<file path="src/rtl/fpga_config_loader.sv">
`default_nettype none
// +--------------------------------------------------------------------------+
// | fpga_config_loader: streams 42 config words into LUT/switch-box banks    |
// | Rev 1.0                                                                  |
// +--------------------------------------------------------------------------+
module fpga_config_loader #(
  parameter int NUM_LUT = 11,
  parameter int NUM_SB  = 20,
  parameter int WORD_W  = 32
) (
  input  logic                     clock,
  input  logic                     reset,
  input  logic                     start,
  input  logic [WORD_W-1:0]        cfg_data,
  input  logic                     cfg_valid,
  output logic                     cfg_ready,
  output logic [NUM_LUT*32-1:0]    lut_tt,
  output logic [NUM_LUT-1:0]       lut_sel,
  output logic [NUM_SB*WORD_W-1:0] sb_cfg,
  output logic                     fabric_hold,
  output logic                     done,
  output logic [5:0]               word_idx
);

  localparam int c_num_words = 2 * NUM_LUT + NUM_SB;
  localparam int c_first_sb  = NUM_LUT;
  localparam int c_first_sel = NUM_LUT + NUM_SB;

  typedef enum logic [2:0] {
    IDLE     = 3'd0,
    LOAD_LUT = 3'd1,
    LOAD_SB  = 3'd2,
    LOAD_SEL = 3'd3,
    DONE     = 3'd4
  } state_t;

  state_t                    state_q, state_d;
  logic [5:0]                word_idx_q, word_idx_d;
  logic [NUM_LUT*32-1:0]     lut_tt_q, lut_tt_d;
  logic [NUM_LUT-1:0]        lut_sel_q, lut_sel_d;
  logic [NUM_SB*WORD_W-1:0]  sb_cfg_q, sb_cfg_d;
  logic                      w_accept;

  // Ready is a pure decode of registered state so it never combinationally
  // depends on cfg_valid.
  assign cfg_ready   = (state_q == LOAD_LUT) || (state_q == LOAD_SB) || (state_q == LOAD_SEL);
  assign w_accept    = cfg_ready && cfg_valid;
  assign done        = (state_q == DONE);
  assign fabric_hold = (state_q != DONE);
  assign lut_tt      = lut_tt_q;
  assign lut_sel     = lut_sel_q;
  assign sb_cfg      = sb_cfg_q;
  assign word_idx    = word_idx_q;

  always_comb begin
    state_d    = state_q;
    word_idx_d = word_idx_q;
    lut_tt_d   = lut_tt_q;
    lut_sel_d  = lut_sel_q;
    sb_cfg_d   = sb_cfg_q;

    case (state_q)
      IDLE, DONE: begin
        if (start) begin
          state_d    = LOAD_LUT;
          word_idx_d = 6'd0;
        end
      end
      LOAD_LUT: begin
        if (w_accept) begin
          for (int i = 0; i < NUM_LUT; i++) begin
            if (word_idx_q == 6'(i)) lut_tt_d[i*32 +: 32] = cfg_data[31:0];
          end
          word_idx_d = word_idx_q + 6'd1;
          if (word_idx_q == 6'(c_first_sb - 1)) state_d = LOAD_SB;
        end
      end
      LOAD_SB: begin
        if (w_accept) begin
          for (int j = 0; j < NUM_SB; j++) begin
            if (word_idx_q == 6'(c_first_sb + j)) sb_cfg_d[j*WORD_W +: WORD_W] = cfg_data;
          end
          word_idx_d = word_idx_q + 6'd1;
          if (word_idx_q == 6'(c_first_sel - 1)) state_d = LOAD_SEL;
        end
      end
      LOAD_SEL: begin
        if (w_accept) begin
          // Only the flop-select bit of these words is meaningful.
          for (int k = 0; k < NUM_LUT; k++) begin
            if (word_idx_q == 6'(c_first_sel + k)) lut_sel_d[k] = cfg_data[31];
          end
          word_idx_d = word_idx_q + 6'd1;
          if (word_idx_q == 6'(c_num_words - 1)) state_d = DONE;
        end
      end
      default: begin
        state_d = IDLE;
      end
    endcase
  end

  always_ff @(posedge clock) begin
    if (reset) begin
      state_q    <= IDLE;
      word_idx_q <= 6'd0;
      lut_tt_q   <= '0;
      lut_sel_q  <= '0;
      sb_cfg_q   <= '0;
    end else begin
      state_q    <= state_d;
      word_idx_q <= word_idx_d;
      lut_tt_q   <= lut_tt_d;
      lut_sel_q  <= lut_sel_d;
      sb_cfg_q   <= sb_cfg_d;
    end
  end

endmodule
`default_nettype wire

</file>
<file path="config.mk">
export PLATFORM = sky130hd
export DESIGN_NAME = fpga_config_loader
export DESIGN_NICKNAME = d
export VERILOG_FILES = /design/src/rtl/fpga_config_loader.sv
export SDC_FILE = /design/constraint.sdc
export NUM_CORES = 2
export LEC_CHECK = 0
export BUFFER_PORTS_ARGS = -buffer_cell sky130_fd_sc_hd__buf_4
export CORE_AREA = 2 2 406 408
export DETAILED_ROUTE_END_ITERATION = 12
export DIE_AREA = 0 0 408 410
export SYNTH_ARGS = -nofsm -noshare
export SYNTH_HDL_FRONTEND = slang
export SYNTH_SLANG_ARGS = --single-unit
</file>
<file path="constraint.sdc">
create_clock -name clock -period 1.95 [get_ports clock]
set_clock_uncertainty 0.1 [all_clocks]
set_input_delay 0.39 -clock clock [delete_from_list [all_inputs] [get_ports clock]]
set_output_delay 0.39 -clock clock [all_outputs]
set_load 0.005 [all_outputs]
</file>
==> impl_results.md <==
* Outcome: finished with violations
* Violated checks: negative setup slack
* Clock Latency Late Sink at 730 ps
* Origin of the critical flop-to-flop path: state_q[0]$_SDFFE_PP0P_
* Library cells used by synthesis at 38
* Detailed-route via count at 35795
* TritonCTS Buffers at 109
* Hpwl dp at 119.5 mm
* Hold Crit Depth at 4
* Post-Synthesis Mean Instance Area at 8.449 um2
* Initial antenna violation count at 17
* CTS tree: done
* Reg2Reg Depth at 9
* Register-to-register path setup slack at -280 ps
* Buffer cell driving the clock tree root: sky130_fd_sc_hd__clkbuf_16
* Netlist area before placement at 35900 um2
* Maximum vdd drop at 648.9 uV
* Max Fanout on Critical Path at 8
* Capturing point of the worst reg2reg path: sb_cfg[114]$_SDFFE_PP0P_
* Avg Vias per Cell at 4.663
* Signed area change from the synthesized netlist to the final layout at 56.62%
* Endpoint class of the critical path: flip-flop
* Final standard cell count with taps included and fillers excluded at 7676
* DRC violation count after routing at 0
* Number of cell rows at 149
* Remaining number of nets flagged by the antenna check after routing at 0
* Hold/Removal Path Class: in2reg
* Reg clk slew, reported paths at 60 ps
* Wire length of the first global-routing pass at 255.7 mm
* Number of levels the H-tree was split into at 3
* Slew Viols, Final at 0
* Maximum number of pins on one net before global-route repair at 102
* First-pass DRT Iterations at 6
* Leakage power at 24.89 nW
* # placed instances at 7323
* Headroom to the max-slew limit at 59.66%
* Port buffer count at 1047
* Number of failing hold endpoints at the final stage at 0
* Global routing usage summed across all routing layers at 21.52%
* Final Net Count at 5428
* Fraction of layout instances using a drive strength above 1 at 35.94%
* Critical path type: reg2reg
* Area of the core at 163500 um2
* Crit path top cell by count: sky130_fd_sc_hd__buf_6
* Vias in the first global route at 32687
* Max Freq at 449.1 MHz
* Total grt overflow at 0
* Number of cells on the critical path at 9
* Minimum clock period at 2227 ps
* Setup WS pre-CTS at -274.0 ps
* I/O pin count at 1048
* Endpoint of the worst hold-timing path: sb_cfg[633]$_SDFFE_PP0P_
* Worst slew pin tran at 605.2 ps
* Number of sinks on the clock net at 1012
* Gate count of the mapped netlist at 4249
* Seq cells post-synth at 1012
* Post-route fraction of the period consumed by the critical path at 114.2%
* Arrival time worst endpoint at 2790 ps
* Pwr Density at 789.9 nW/um2
* Detail-routed net length per standard cell at 25.38 um
* Routability cong. at 0.8301
* Synthesized netlist net count at 4289
* Library cell contributing the largest single delay on the critical path: sky130_fd_sc_hd__or4b_4
* Cell family with the largest share of critical-path delay: simple AND/OR/NAND/NOR gates
* Hold Path Origin: cfg_data[25]
* Final worst-path setup slack at -276.8 ps
* Initial DRC count at 3668
* Die outline area at 167300 um2
* Height of the die at 410 um
* Critical path launch point type: flip-flop
* Crit path cell chain: buf_6 -> or4b_4 -> buf_6 -> buf_6 -> nor3_4 -> buf_12 -> buf_16 -> nand2_4 -> a21oi_2
* Synth warn at 0
* Max-Cap Viols at 0
* Clock tree buffer depth at 3
* Largest stage delay, worst path at 570 ps
* CP required at 2510 ps
* Sequential area share after synthesis at 56.43%
* Total length of routed wires at 194.8 mm
* Setup repair after global routing missed its margin: true
* Count of buffering cells on the critical path with inverters included at 5
* DIE WIDTH at 408 um
* # setup viols final at 564
* Starting density of the core at 21.96%
## tightest hold or removal path: cells and delay by family
family          cells  cell delay [ps]
simple gates        1              100
buf+inv             2              320
compound gates      1               50
## layout by cell type (no fill, tap or decap), types with 5 or more instances in the layout
cell / n
sky130_fd_sc_hd__a21oi_2: 148
sky130_fd_sc_hd__buf_8: 11
sky130_fd_sc_hd__nand3_1: 7
sky130_fd_sc_hd__clkinvlp_4: 6
sky130_fd_sc_hd__a21oi_1: 542
sky130_fd_sc_hd__mux2i_1: 321
sky130_fd_sc_hd__nand2_2: 44
sky130_fd_sc_hd__buf_16: 33
sky130_fd_sc_hd__buf_12: 133
sky130_fd_sc_hd__o21ai_0: 15
sky130_fd_sc_hd__or3_1: 7
sky130_fd_sc_hd__or3_4: 8
sky130_fd_sc_hd__buf_4: 1186
sky130_fd_sc_hd__clkbuf_8: 20
sky130_fd_sc_hd__nand4_1: 17
sky130_fd_sc_hd__nor3_4: 13
sky130_fd_sc_hd__clkbuf_1: 27
sky130_fd_sc_hd__buf_6: 32
sky130_fd_sc_hd__clkbuf_16: 119
sky130_fd_sc_hd__bufinv_16: 7
sky130_fd_sc_hd__dfxtp_4: 5
sky130_fd_sc_hd__clkinv_2: 17
sky130_fd_sc_hd__diode_2: 8
sky130_fd_sc_hd__nor2_1: 327
sky130_fd_sc_hd__dfxtp_1: 1004
sky130_fd_sc_hd__dlygate4sd3_1: 26
sky130_fd_sc_hd__nand2_1: 1179
sky130_fd_sc_hd__nand2_4: 126
sky130_fd_sc_hd__nand3_2: 7
sky130_fd_sc_hd__nand3b_1: 9
sky130_fd_sc_hd__nand3_4: 5
## sequential cells by signal, indices dropped and copies added (netlist names)
name and count:
state_q 3, sb_cfg 640, lut_sel 11, lut_tt 352, word_idx 6
## worst max-delay path by stage
stage / from / endpoint
finish: state_q[0]$_SDFFE_PP0P_ / sb_cfg[114]$_SDFFE_PP0P_
global route: state_q[0]$_SDFFE_PP0P_ / sb_cfg[114]$_SDFFE_PP0P_
CTS: state_q[0]$_SDFFE_PP0P_ / done
detailed placement: word_idx[5]$_SDFFE_PP0P_ / sb_cfg[638]$_SDFFE_PP0P_
global placement: word_idx[4]$_SDFFE_PP0P_ / sb_cfg[635]$_SDFFE_PP0P_
floorplan: word_idx[5]$_SDFFE_PP0P_ / sb_cfg[100]$_SDFFE_PP0P_
## final cells by class
class | instances | area (um2)
repair buffers | 1435 | 13590
multi-input cells | 2825 | 15890
clock inverters | 46 | 585.6
flip-flops and latches | 1012 | 20280
well taps | 2189 | 2739
clock buffers | 156 | 3104
fillers | 16572 | 107300
diodes | 8 | 20.02
inverters | 5 | 21.27
## through the flow
| step | total power [mW] | utilization [%] | area [um2] | hold slack [ps] | TNS, ps |
|---|---|---|---|---|---|
| floorplan | 21.93 | - | 35910 | 352.7 | 0 |
| global placement | 23.22 | 29.49 | 48220 | 341.9 | -39340 |
| detailed placement | 23.23 | 29.49 | 48220 | 346.6 | -54400 |
| CTS | 44.63 | 33.45 | 54700 | 1.891 | -135310 |
| global route | 45.57 | 34.38 | 56210 | 38.88 | -97520 |
| finish | 44.42 | 34.39 | 56230 | 74.23 | -42590 |
## cell families after synthesis
kind of cell	after synthesis	share of synthesized area (%)
AOI/OAI and AO/OA	715	10.04
adders and majority gates	4	0.1394
buffers and inverters	412	4.921
DFF	1012	56.43
muxes	322	8.978
and+or+nand+nor	1784	19.49
## synthesized netlist by cell type
library cell                   n  area share (%)
sky130_fd_sc_hd__a2111oi_0     1           0.024
sky130_fd_sc_hd__a211oi_1      1           0.021
sky130_fd_sc_hd__a21o_1        2           0.042
sky130_fd_sc_hd__a21oi_1     690             9.6
sky130_fd_sc_hd__a31oi_1       1           0.017
sky130_fd_sc_hd__a41oi_1       1           0.024
sky130_fd_sc_hd__and2_1        2           0.035
sky130_fd_sc_hd__and3_1        2           0.035
sky130_fd_sc_hd__and3b_1       5            0.12
sky130_fd_sc_hd__and4_1        4           0.098
sky130_fd_sc_hd__and4bb_2      1           0.035
sky130_fd_sc_hd__buf_1         2           0.021
sky130_fd_sc_hd__buf_2       104             1.4
sky130_fd_sc_hd__buf_6        12            0.38
sky130_fd_sc_hd__clkbuf_1    289             3.0
sky130_fd_sc_hd__dfxtp_1    1012              56
sky130_fd_sc_hd__ha_1          4            0.14
sky130_fd_sc_hd__inv_1         5           0.052
sky130_fd_sc_hd__mux2i_1     322             9.0
sky130_fd_sc_hd__nand2_1    1349              14
sky130_fd_sc_hd__nand2b_1      2           0.035
sky130_fd_sc_hd__nand3_1      19            0.26
sky130_fd_sc_hd__nand3b_1      9            0.19
sky130_fd_sc_hd__nand4_1      17            0.30
sky130_fd_sc_hd__nand4bb_1     1           0.031
sky130_fd_sc_hd__nor2_1      329             3.4
sky130_fd_sc_hd__nor2b_1       3           0.052
sky130_fd_sc_hd__nor3_1       14            0.20
sky130_fd_sc_hd__nor3_2        5            0.14
sky130_fd_sc_hd__nor3b_1       4           0.084
sky130_fd_sc_hd__nor4bb_1      1           0.028
sky130_fd_sc_hd__o21a_1        1           0.021
sky130_fd_sc_hd__o21ai_0      15            0.21
sky130_fd_sc_hd__o21bai_1      2           0.042
sky130_fd_sc_hd__o31ai_1       1           0.021
sky130_fd_sc_hd__or2_2         1           0.017
sky130_fd_sc_hd__or3_1        15            0.26
sky130_fd_sc_hd__or4b_1        1           0.028
## report_power, final
| group | internal (mW) | total [mW] | switching, mW |
|---|---|---|---|
| registers | 20.7 | 20.7 | 0.0295 |
| clock network | 12.1 | 21.4 | 9.28 |
| logic | 0.630 | 2.28 | 1.65 |
## metal layers
metal | share of wire, % | wire (um) | track usage (%) | vias to the layer above
met4 | 4.8 | 9342 | 10.05 | 0
met2 | 48 | 94030 | 36.28 | 1913
met1 | 38 | 74280 | 25.60 | 17385
li1 | - | - | - | 16063
met3 | 8.8 | 17200 | 5.375 | 434
met5 | 0 | 0 | 0 | -
## repair_timing
item                                    CTS  global route
buffers inserted                         73            11
hold buffers                             25             1
pin swaps                                78           173
cloned                                   38            13
endpoints found under the hold margin   117             1
endpoints found under the setup margin  726          1016
gates resized for setup                 234           394
(Power assumes the default switching activity.)
